===== src/rtl/icache_if.sv =====
// rtl/icache_if.sv - fetch-side and memory-side signal bundle for the instruction cache
interface icache_if;
  logic        imemREN;
  logic [31:0] imemaddr;
  logic        ihit;
  logic [31:0] imemload;
  logic        iREN;
  logic [31:0] iaddr;
  logic        iwait;
  logic [31:0] iload;

  // master: datapath fetch port plus memory controller model
  modport master (
    output imemREN, imemaddr, iwait, iload,
    input  ihit, imemload, iREN, iaddr
  );

  modport slave (
    input  imemREN, imemaddr, iwait, iload,
    output ihit, imemload, iREN, iaddr
  );
endinterface


===== src/rtl/icache.sv =====
// rtl/icache.sv - two-way set-associative read-only instruction cache with LRU replacement
module icache #(
  parameter int INDEX_W = 3
) (
  input  logic     CLK,
  input  logic     nRST,
  icache_if.slave  bus
);
  localparam int SETS  = 1 << INDEX_W;
  localparam int TAG_W = 30 - INDEX_W;

  localparam logic [0:0] IDLE = 1'b0;
  localparam logic [0:0] FILL = 1'b1;

  logic [0:0]       state;
  logic [31:0]      miss_addr;

  logic             valid0 [SETS];
  logic             valid1 [SETS];
  logic [TAG_W-1:0] tag0   [SETS];
  logic [TAG_W-1:0] tag1   [SETS];
  logic [31:0]      data0  [SETS];
  logic [31:0]      data1  [SETS];
  logic             lru    [SETS];

  logic [TAG_W-1:0]   cur_tag;
  logic [INDEX_W-1:0] cur_idx;
  logic [TAG_W-1:0]   miss_tag;
  logic [INDEX_W-1:0] miss_idx;
  logic               hit0;
  logic               hit1;
  logic               lookup_hit;
  logic               victim;

  assign cur_tag  = bus.imemaddr[31:2+INDEX_W];
  assign cur_idx  = bus.imemaddr[1+INDEX_W:2];
  assign miss_tag = miss_addr[31:2+INDEX_W];
  assign miss_idx = miss_addr[1+INDEX_W:2];

  assign hit0       = valid0[cur_idx] && (tag0[cur_idx] == cur_tag);
  assign hit1       = valid1[cur_idx] && (tag1[cur_idx] == cur_tag);
  assign lookup_hit = (state == IDLE) && bus.imemREN && (hit0 || hit1);

  // Empty frames are consumed before LRU is consulted, way0 first.
  assign victim = !valid0[miss_idx] ? 1'b0 :
                  !valid1[miss_idx] ? 1'b1 : lru[miss_idx];

  assign bus.ihit     = lookup_hit;
  assign bus.imemload = !lookup_hit ? 32'h0 : (hit0 ? data0[cur_idx] : data1[cur_idx]);
  assign bus.iREN     = (state == FILL);
  assign bus.iaddr    = miss_addr;

  always_ff @(posedge CLK or negedge nRST) begin
    if (!nRST) begin
      state     <= IDLE;
      miss_addr <= 32'h0;
      for (int i = 0; i < SETS; i++) begin
        valid0[i] <= 1'b0;
        valid1[i] <= 1'b0;
        tag0[i]   <= '0;
        tag1[i]   <= '0;
        data0[i]  <= 32'h0;
        data1[i]  <= 32'h0;
        lru[i]    <= 1'b0;
      end
    end else begin
      case (state)
        IDLE: begin
          if (bus.imemREN) begin
            if (hit0 || hit1) begin
              lru[cur_idx] <= hit0;
            end else begin
              miss_addr <= {bus.imemaddr[31:2], 2'b00};
              state     <= FILL;
            end
          end
        end
        FILL: begin
          if (!bus.iwait) begin
            if (victim) begin
              valid1[miss_idx] <= 1'b1;
              tag1[miss_idx]   <= miss_tag;
              data1[miss_idx]  <= bus.iload;
            end else begin
              valid0[miss_idx] <= 1'b1;
              tag0[miss_idx]   <= miss_tag;
              data0[miss_idx]  <= bus.iload;
            end
            lru[miss_idx] <= ~victim;
            state         <= IDLE;
          end
        end
        default: state <= IDLE;
      endcase
    end
  end
endmodule


===== src/flat_wrapper.sv =====
// flat-port wrapper written by rule: the top's interface ports become plain ports
module icache_flat 
#(
  parameter int INDEX_W = 3
)
  (CLK, nRST, bus_imemREN, bus_imemaddr, bus_iwait, bus_iload, bus_ihit, bus_imemload, bus_iREN, bus_iaddr);
  icache_if bus_i ();
  input  logic CLK;
  input  logic nRST;
  input wire logic [$bits(bus_i.imemREN)-1:0] bus_imemREN;
  input wire logic [$bits(bus_i.imemaddr)-1:0] bus_imemaddr;
  input wire logic [$bits(bus_i.iwait)-1:0] bus_iwait;
  input wire logic [$bits(bus_i.iload)-1:0] bus_iload;
  output wire logic [$bits(bus_i.ihit)-1:0] bus_ihit;
  output wire logic [$bits(bus_i.imemload)-1:0] bus_imemload;
  output wire logic [$bits(bus_i.iREN)-1:0] bus_iREN;
  output wire logic [$bits(bus_i.iaddr)-1:0] bus_iaddr;
  assign bus_i.imemREN = bus_imemREN;
  assign bus_i.imemaddr = bus_imemaddr;
  assign bus_i.iwait = bus_iwait;
  assign bus_i.iload = bus_iload;
  assign bus_ihit = bus_i.ihit;
  assign bus_imemload = bus_i.imemload;
  assign bus_iREN = bus_i.iREN;
  assign bus_iaddr = bus_i.iaddr;
  icache #(.INDEX_W(INDEX_W)) u_core (.CLK(CLK), .nRST(nRST), .bus(bus_i));
endmodule

===== config.mk =====
export PLATFORM = sky130hd
export DESIGN_NAME = icache_flat
export DESIGN_NICKNAME = d
export VERILOG_FILES = /design/src/rtl/icache_if.sv /design/src/rtl/icache.sv /design/src/flat_wrapper.sv
export SDC_FILE = /design/constraint.sdc
export NUM_CORES = 2
export LEC_CHECK = 0
export ABC_AREA = 1
export CAP_MARGIN = 20
export CELL_PAD_IN_SITES_DETAIL_PLACEMENT = 1
export CELL_PAD_IN_SITES_GLOBAL_PLACEMENT = 2
export CORE_MARGIN = 2
export CORE_UTILIZATION = 35
export CTS_BUF_LIST = sky130_fd_sc_hd__clkbuf_4 sky130_fd_sc_hd__clkbuf_8
export CTS_CLUSTER_SIZE = 14
export DETAILED_ROUTE_END_ITERATION = 8
export PLACE_DENSITY = 0.89
export RECOVER_POWER = 25
export SLEW_MARGIN = 20
export SYNTH_ARGS = -nofsm -noshare
export SYNTH_HDL_FRONTEND = slang
export SYNTH_SLANG_ARGS = --single-unit

===== constraint.sdc =====
create_clock -name CLK -period 2.3 [get_ports CLK]
set_input_delay 0.23 -clock CLK [delete_from_list [all_inputs] [get_ports CLK]]
set_output_delay 0.23 -clock CLK [all_outputs]
set_load 0.02 [all_outputs]

======== Yosys cells after proc, flatten, opt, wreduce, memory -nomap -nowiden ========
Index checks and enable logic that the tools add are counted.
Widths: inputs -> output; s select.
storage, ports and cells
  register bits after elaboration ......... 999
  bits in latches ......................... 0
  memory bits (writable) .................. 0
  memory bits (read-only) ................. 0
  bits of input ports ..................... 68
  output and inout port bits .............. 66
  word-level logic and storage cells ...... 139
  memories kept ........................... 0
operators by class
  add/sub/neg operators ................... 0
  multipliers ............................. 0
  divide/modulo/power cells ............... 0
  magnitude comparators ................... 4
  equality and inequality tests ........... 5
  shift-type cells ........................ 0
  mux-type cells .......................... 53
  bitwise logic cells ..................... 8
  reductions and logical operators ........ 11
operators with widths
  kind                count
  $bwmux 256          2
  $bwmux 216          2
  $mux 32             7
  $bmux 32 s3         2
  $bmux 27 s3         2
  $mux 27             5
  $demux 32 s3        1
  $demux 27 s3        1
  $eq 27x27->1        2
  $mux 8              3
  $mux 1              17
  $bwmux 8            2
  $or 8x8->8          2
  $pmux 8 s2          1
  $bmux 1 s3          5
  $reduce_and 3->1    4
  $ge 4x4->1 const B  2
  $lt 4x1->1 const B  2
  $not 3->4           2
  $demux 1 s3         2
  $logic_and 1x1->1   6
  $ne 2x2->1 const B  3
  $not 1->1           4
  $pmux 1 s2          1
  $logic_or 1x1->1    1

======== Depth between registers and ports, before layout ========
  depth after elaboration ................. 10
  mapped depth ............................ 23
  mapped depth without buffers ............ 19

======== Least setup slack after synthesis ========
OpenSTA, ideal clock, no wires.
  path kind ............................... input port to output port
  start ................................... input bus_imemaddr[2]
  end ..................................... output bus_imemload[22]
  data arrival time ....................... 2.274 ns
  data required time ...................... 2.070 ns
  path slack .............................. -0.204 ns
  stages on the path ...................... 18
  path buffers ............................ 4
  path through ............................ buf_4 -> buf_6 -> buf_2 -> or2_2 -> nand3_1 -> nand2_1 -> nor2_1 -> nand2_1 -> nand2_1 -> nand3_1 -> nor3_1 -> nand2_1 -> nor3_1 -> nand2_1 -> nand2_1 -> nand2_1 -> buf_2 -> nor2_1
on the way
  word-level cells in the longest chain between the ends .. 9
  elaborated cells between the ends (all ways) .. 27
  those cells by class .................... eq/ne (2); mux (20); bitwise (1); reduce/logical (4)
RTL lines
  what                                     RTL line                                  source
  from (decl)                              flat_wrapper.sv:11                        input wire logic [$bits(bus_i.imemaddr)-1:0] bus_imemaddr;
  $not 3->4 (not written as such) (*)      icache.sv:40, icache.sv:41, icache.sv:49
  $bmux 27 s3 (on tied branches)           icache.sv:40, icache.sv:41
  $mux 27 (on tied branches) (2 in a row)  icache.sv:40, icache.sv:41
  $eq 27x27->1 (on tied branches)          icache.sv:40, icache.sv:41
  $logic_and 1x1->1 (on tied branches)     icache.sv:40, icache.sv:41
  $logic_or 1x1->1                         icache.sv:42                              assign lookup_hit = (state == IDLE) && bus.imemREN && (hit0 || hit1);
  $logic_and 1x1->1                        icache.sv:42
  $mux 32 (*)                              icache.sv:49                              assign bus.imemload = !lookup_hit ? 32'h0 : (hit0 ? data0[cur_idx] : data1[cur_idx]);
  to (decl)                                flat_wrapper.sv:15                        output wire logic [$bits(bus_i.imemload)-1:0] bus_imemload;
Mark *: on every way between the ends. The rest lies on a longest branch, timed or not. The select of a mux whose other input is x is not followed.

======== Final worst setup path ========
  start ................................... register u_core.tag1[128] (netlist name)
  end ..................................... output bus_imemload[2]
on the way
  word-level cells in the longest chain between the ends .. 8
RTL lines
  what                                        RTL line      source
  from (decl)                                 icache.sv:21  logic [TAG_W-1:0] tag1 [SETS];
  from (signal, indexed assignment)           icache.sv:82  tag1[miss_idx] <= miss_tag;
  $bmux 27 s3                                 icache.sv:41  assign hit1 = valid1[cur_idx] && (tag1[cur_idx] == cur_tag);
  $mux 27 (not written as such) (2 in a row)  icache.sv:41
  $eq 27x27->1                                icache.sv:41
  $logic_and 1x1->1                           icache.sv:41
  $logic_or 1x1->1                            icache.sv:42
  $logic_and 1x1->1                           icache.sv:42
  $mux 32                                     icache.sv:49
No other way between the ends. The select of a mux whose other input is x is not followed.

==> results.md <==
- The run finished, with violations left.
- The checks that failed: max-capacitance violations, max-slew violations, negative setup slack.
- At the end of routability-driven placement, the weighted congestion stood at between 0.9 and 1.
- The data required time of the worst path is between 2 and 2.5 ns.
- The type of origin of the critical path is a flip-flop.
- In the synthesized netlist the dominant register cell turns out to be dfrtp_1.
- The leakage power of the design is around 0.030 µW.
- The total power of the final layout is 66300 µW.
- The number of input and output port buffers inserted is 129.
- Sequential cells were found to cover between 50% and 60% of the synthesized design area.
- The top cell type by area accounts for 55.1% of the synthesized area.
- Yosys attributes the largest share of cell area to dfrtp_1 55%, nand2_1 15%, o21ai_0 11%.
- Timing analysis after detailed placement gives a worst setup slack of -1.76 ns.
- The tool flagged a number of max-cap violations equal to 1.
- The delay contributed by the slowest stage of the critical path is about 0.43 ns.
- The total iterations of the first detailed-routing run is 6.
- The highest attainable clock frequency is ~260 MHz.
- The worst ir drop on vdd is 0.000727 V.
- The path type of the worst min-delay path is in -> reg.
- Entering global routing, the biggest net connects between 100 and 150 pins.
- After clock tree synthesis, the clock-pin slew on the worst setup and hold paths is roughly 0.06 ns.
- The root buffer selected by CTS is clkbuf_8.
- The clock insertion delay at the later pin of the skew report is 0.95 ns.
- The synthesized area per cell is around 8.1 µm².
- The width of the die is approximately 360 µm.
- The core footprint is between 0.1 and 0.15 mm².
- The standard-cell row count is approximately 130.
- The finished cells cover a little over 0.06 mm².
- The synthesis warning total is 0.
- The synthesized instance count is 5574.
- The total placed instance area is ~0.053 mm².
- The signed area change from the synthesized netlist to the final layout is 36.6%.
- Yosys instantiated no cell more often than nand2_1.
- The via count of the first global-routing pass is ~48000.
- The total length of routed wires is a little over 200000 µm.
- The max-slew violation total from the final report is ~140.
- At the end of the flow, the number of nets in the layout was 6310.
- The share of post-route cells with drive strength above 1 is 24.2%.
- The wire length of the first global-routing pass is between 200000 and 300000 µm.
- The number of DRC markers after the initial detailed-route iteration is ~4900.
- The total via count in the routed design is roughly 45000.
- After global routing the overflow that remains totals 0.
- Traced cell by cell, the critical path runs through or2_2, nand2_1, nand2_1, o21ai_2, o2111ai_1, nor2_1, nand2_1, nor2_1, nand2_1, nand2_4, nand2_8, buf_12, buf_6, nor2_4, buf_6.
- TritonCTS built the clock tree.
- Setup slack on the critical path of the routed design comes to -1.49 ns.
- The critical path in this run is classified as reg -> out.
- The leading area contributor after synthesis is dfrtp_1.
- The critical path's slowest cell is dfrtp_1.
- The vertical die dimension is 364 µm.
- For this run, design rule violations remaining after detail routing come to 0.
- Counting flops and latches in the post-synthesis netlist gives roughly 1000.
- The smallest clock period supported by the final layout is computed as roughly 3.8 ns.
- Between clock sinks in the finished design, the worst skew comes to ~0.087 ns.
- The post-DP HPWL is roughly 120000 µm.
- The most prevalent standard cell on the critical path is nand2_1.
- In this run, CTS created clock tree buffers numbering 175.
- The total die area is 0.133 mm².
- The commonest cells after synthesis are 1771 x nand2_1, 1006 x o21ai_0, 999 x dfrtp_1.
- The distinct cell type count of the synthesized netlist is between 40 and 50.
- Along the worst path, the maximum fanout reaches 7.
- The worst hold slack after final layout is 0.104 ns.
- The total I/O pin count is approximately 130.
- Dividing the detail-routed via count by the number of cells gives around 5.6.
- The average routed wire per standard cell is about 26 µm.
- Of all flip-flops after synthesis, the portion carrying an async set or reset was between 90% and 100%.
- The number of H-tree levels is 4.
- Across every metal layer, demand over resource in global routing totals about 30%.
- The slew at the pin closest to its max-slew limit is 1.77 ns.
- The initial antenna violation count is 9.
- The endpoint type of the worst setup path is a primary output.
- Of the available clock period, the critical path in the final layout requires 165%.
- For the final routed database, the setup TNS stands at -345.49 ns.
- Setup violations remaining at the end of the flow were counted as about 1000.
- In this run the tightest slew margin relative to its limit is -18.2%.
- The total count of hold-check failures in the final report came to 0.
- The post-detailed-route count of antenna-violating nets is 0.
- No sink is reached through more buffers than the 3 on the longest clock path.
- The area of the mapped netlist is 0.0454 mm².
- Counting flops with a built-in enable in the synthesized netlist gives 0.
- The clock sink count is roughly 1000.
- For this design the ratio of total power to cell area is 1070 mW/mm².
- Setup repair after global routing could not meet its margin everywhere.
- The effective utilization at floorplan is a little over a third.
- The arrival time at the worst endpoint is 3.56 ns.
## kinds of logic (layout without fill, tap and decap cells)
group           Yosys count  count (layout)  synth area share (%)
simple gates           2258            2260                  19.7
flops                   999             999                  55.1
other cells               1               5               0.00827
compound gates         1399            1399                  16.9
buf+inv                 917            1713                  8.30
## repair_timing
item / CTS / global route
hold buffers: 32 / 0
setup endpoints to repair: 1048 / 1044
hold endpoints to repair: 1043 / 0
gates cloned: 46 / 22
pin swaps: 84 / 63
buffers inserted: 58 / 26
resized for setup: 683 / 263
## report_power, final
| group | switching, µW | internal, µW |
|---|---|---|
| Combinational | 11200 | 7850 |
| Sequential | 4270 | 24800 |
| Clock | 8140 | 9950 |
| Total | 23600 | 42600 |
## state kept, by name, indices dropped and copies added (netlist names)
register,cells
u_core.data0,256
u_core.bus.iREN,1
u_core.data1,256
u_core.tag1,216
u_core.lru,8
u_core.valid0,8
u_core.tag0,216
u_core.valid1,8
u_core.bus.iaddr,30
## per-stage QoR
| step | utilization (%) | cells |
|---|---|---|
| final | 48.0 | 8118 |
| after global routing | 48.0 | 8116 |
| after CTS | 46.9 | 8071 |
| after detailed placement | 41.1 | 7629 |
| after global placement | 41.1 | 7629 |
| after floorplan | - | 5575 |
## critical path: cells and delay by family (launching register included)
kind                   cells  cell delay (ns)
buffers and inverters      3             0.46
flip-flops                 1             0.43
AND/OR/NAND/NOR           10             1.29
AO/OA/AOI/OAI              2             0.43
## layer usage
layer  vias up  track usage, %  part of all wire, %
li1      19500               -                    -
met1     23000            37.4                   40
met2      2143            48.9                   47
met3       744            5.06                  7.3
met4         6            15.2                  6.2
met5         -               0                0.022
## placed cells by master (no fill, tap or decap), types with 8 or more instances in the layout
master	Yosys	routed
nand3_1	189	166
o211ai_1	33	33
buf_6	13	61
nand2_2	6	153
clkdlybuf4s50_1	0	88
nand2_4	0	58
clkinv_2	0	11
o21ai_1	66	173
inv_2	5	22
clkbuf_16	0	16
bufbuf_16	0	9
nand2_8	0	10
or4_1	13	13
inv_1	502	480
nor2_2	9	16
or2_2	17	14
nand3_2	1	22
nor3_1	21	15
nand3b_1	9	9
dfrtp_1	999	993
o41ai_1	32	11
clkbuf_4	0	71
buf_12	0	132
o221ai_1	28	28
o21ai_0	1006	830
o41ai_2	0	13
nor2_4	2	47
buf_4	16	497
o41ai_4	0	8
nand2_1	1771	1558
o22ai_1	185	184
nor2_1	210	158
o21ai_2	0	62
clkbuf_8	0	209
dlygate4sd3_1	0	32
a21oi_1	17	15
buf_8	0	8
buf_16	0	44
## area by class of cell
class / instances / area, µm²
Clock buffer: 278 / 3390
Tap cell: 1742 / 2180
Antenna cell: 3 / 7.51
Clock inverter: 30 / 359
Multi-Input combinational cell: 3661 / 18700
Inverter: 510 / 1940
Sequential cell: 999 / 25000
Fill cell: 14900 / 67200
Timing Repair Buffer: 895 / 10300
## final timing paths
kind                                               from                               to  slack, ns  cells past startpoint
setup / recovery           u_core.tag1[128]$_DFFE_PN0P_                  bus_imemload[2]      -1.49                     15
hold / removal                            bus_iload[11]    u_core.data0[139]$_DFFE_PN0P_       0.10                      3
setup reg to reg           u_core.tag0[127]$_DFFE_PN0P_        u_core.lru[5]$_DFFE_PN0P_      -0.91                     22
hold reg to reg            u_core.tag1[148]$_DFFE_PN0P_     u_core.tag1[148]$_DFFE_PN0P_       0.48                      2
max in group asynchronous                          nRST  u_core.bus.iaddr[7]$_DFFE_PN0P_       0.03                      5
min in group asynchronous                          nRST     u_core.tag1[148]$_DFFE_PN0P_       0.93                      3
Power figures use the tool's default switching activity.
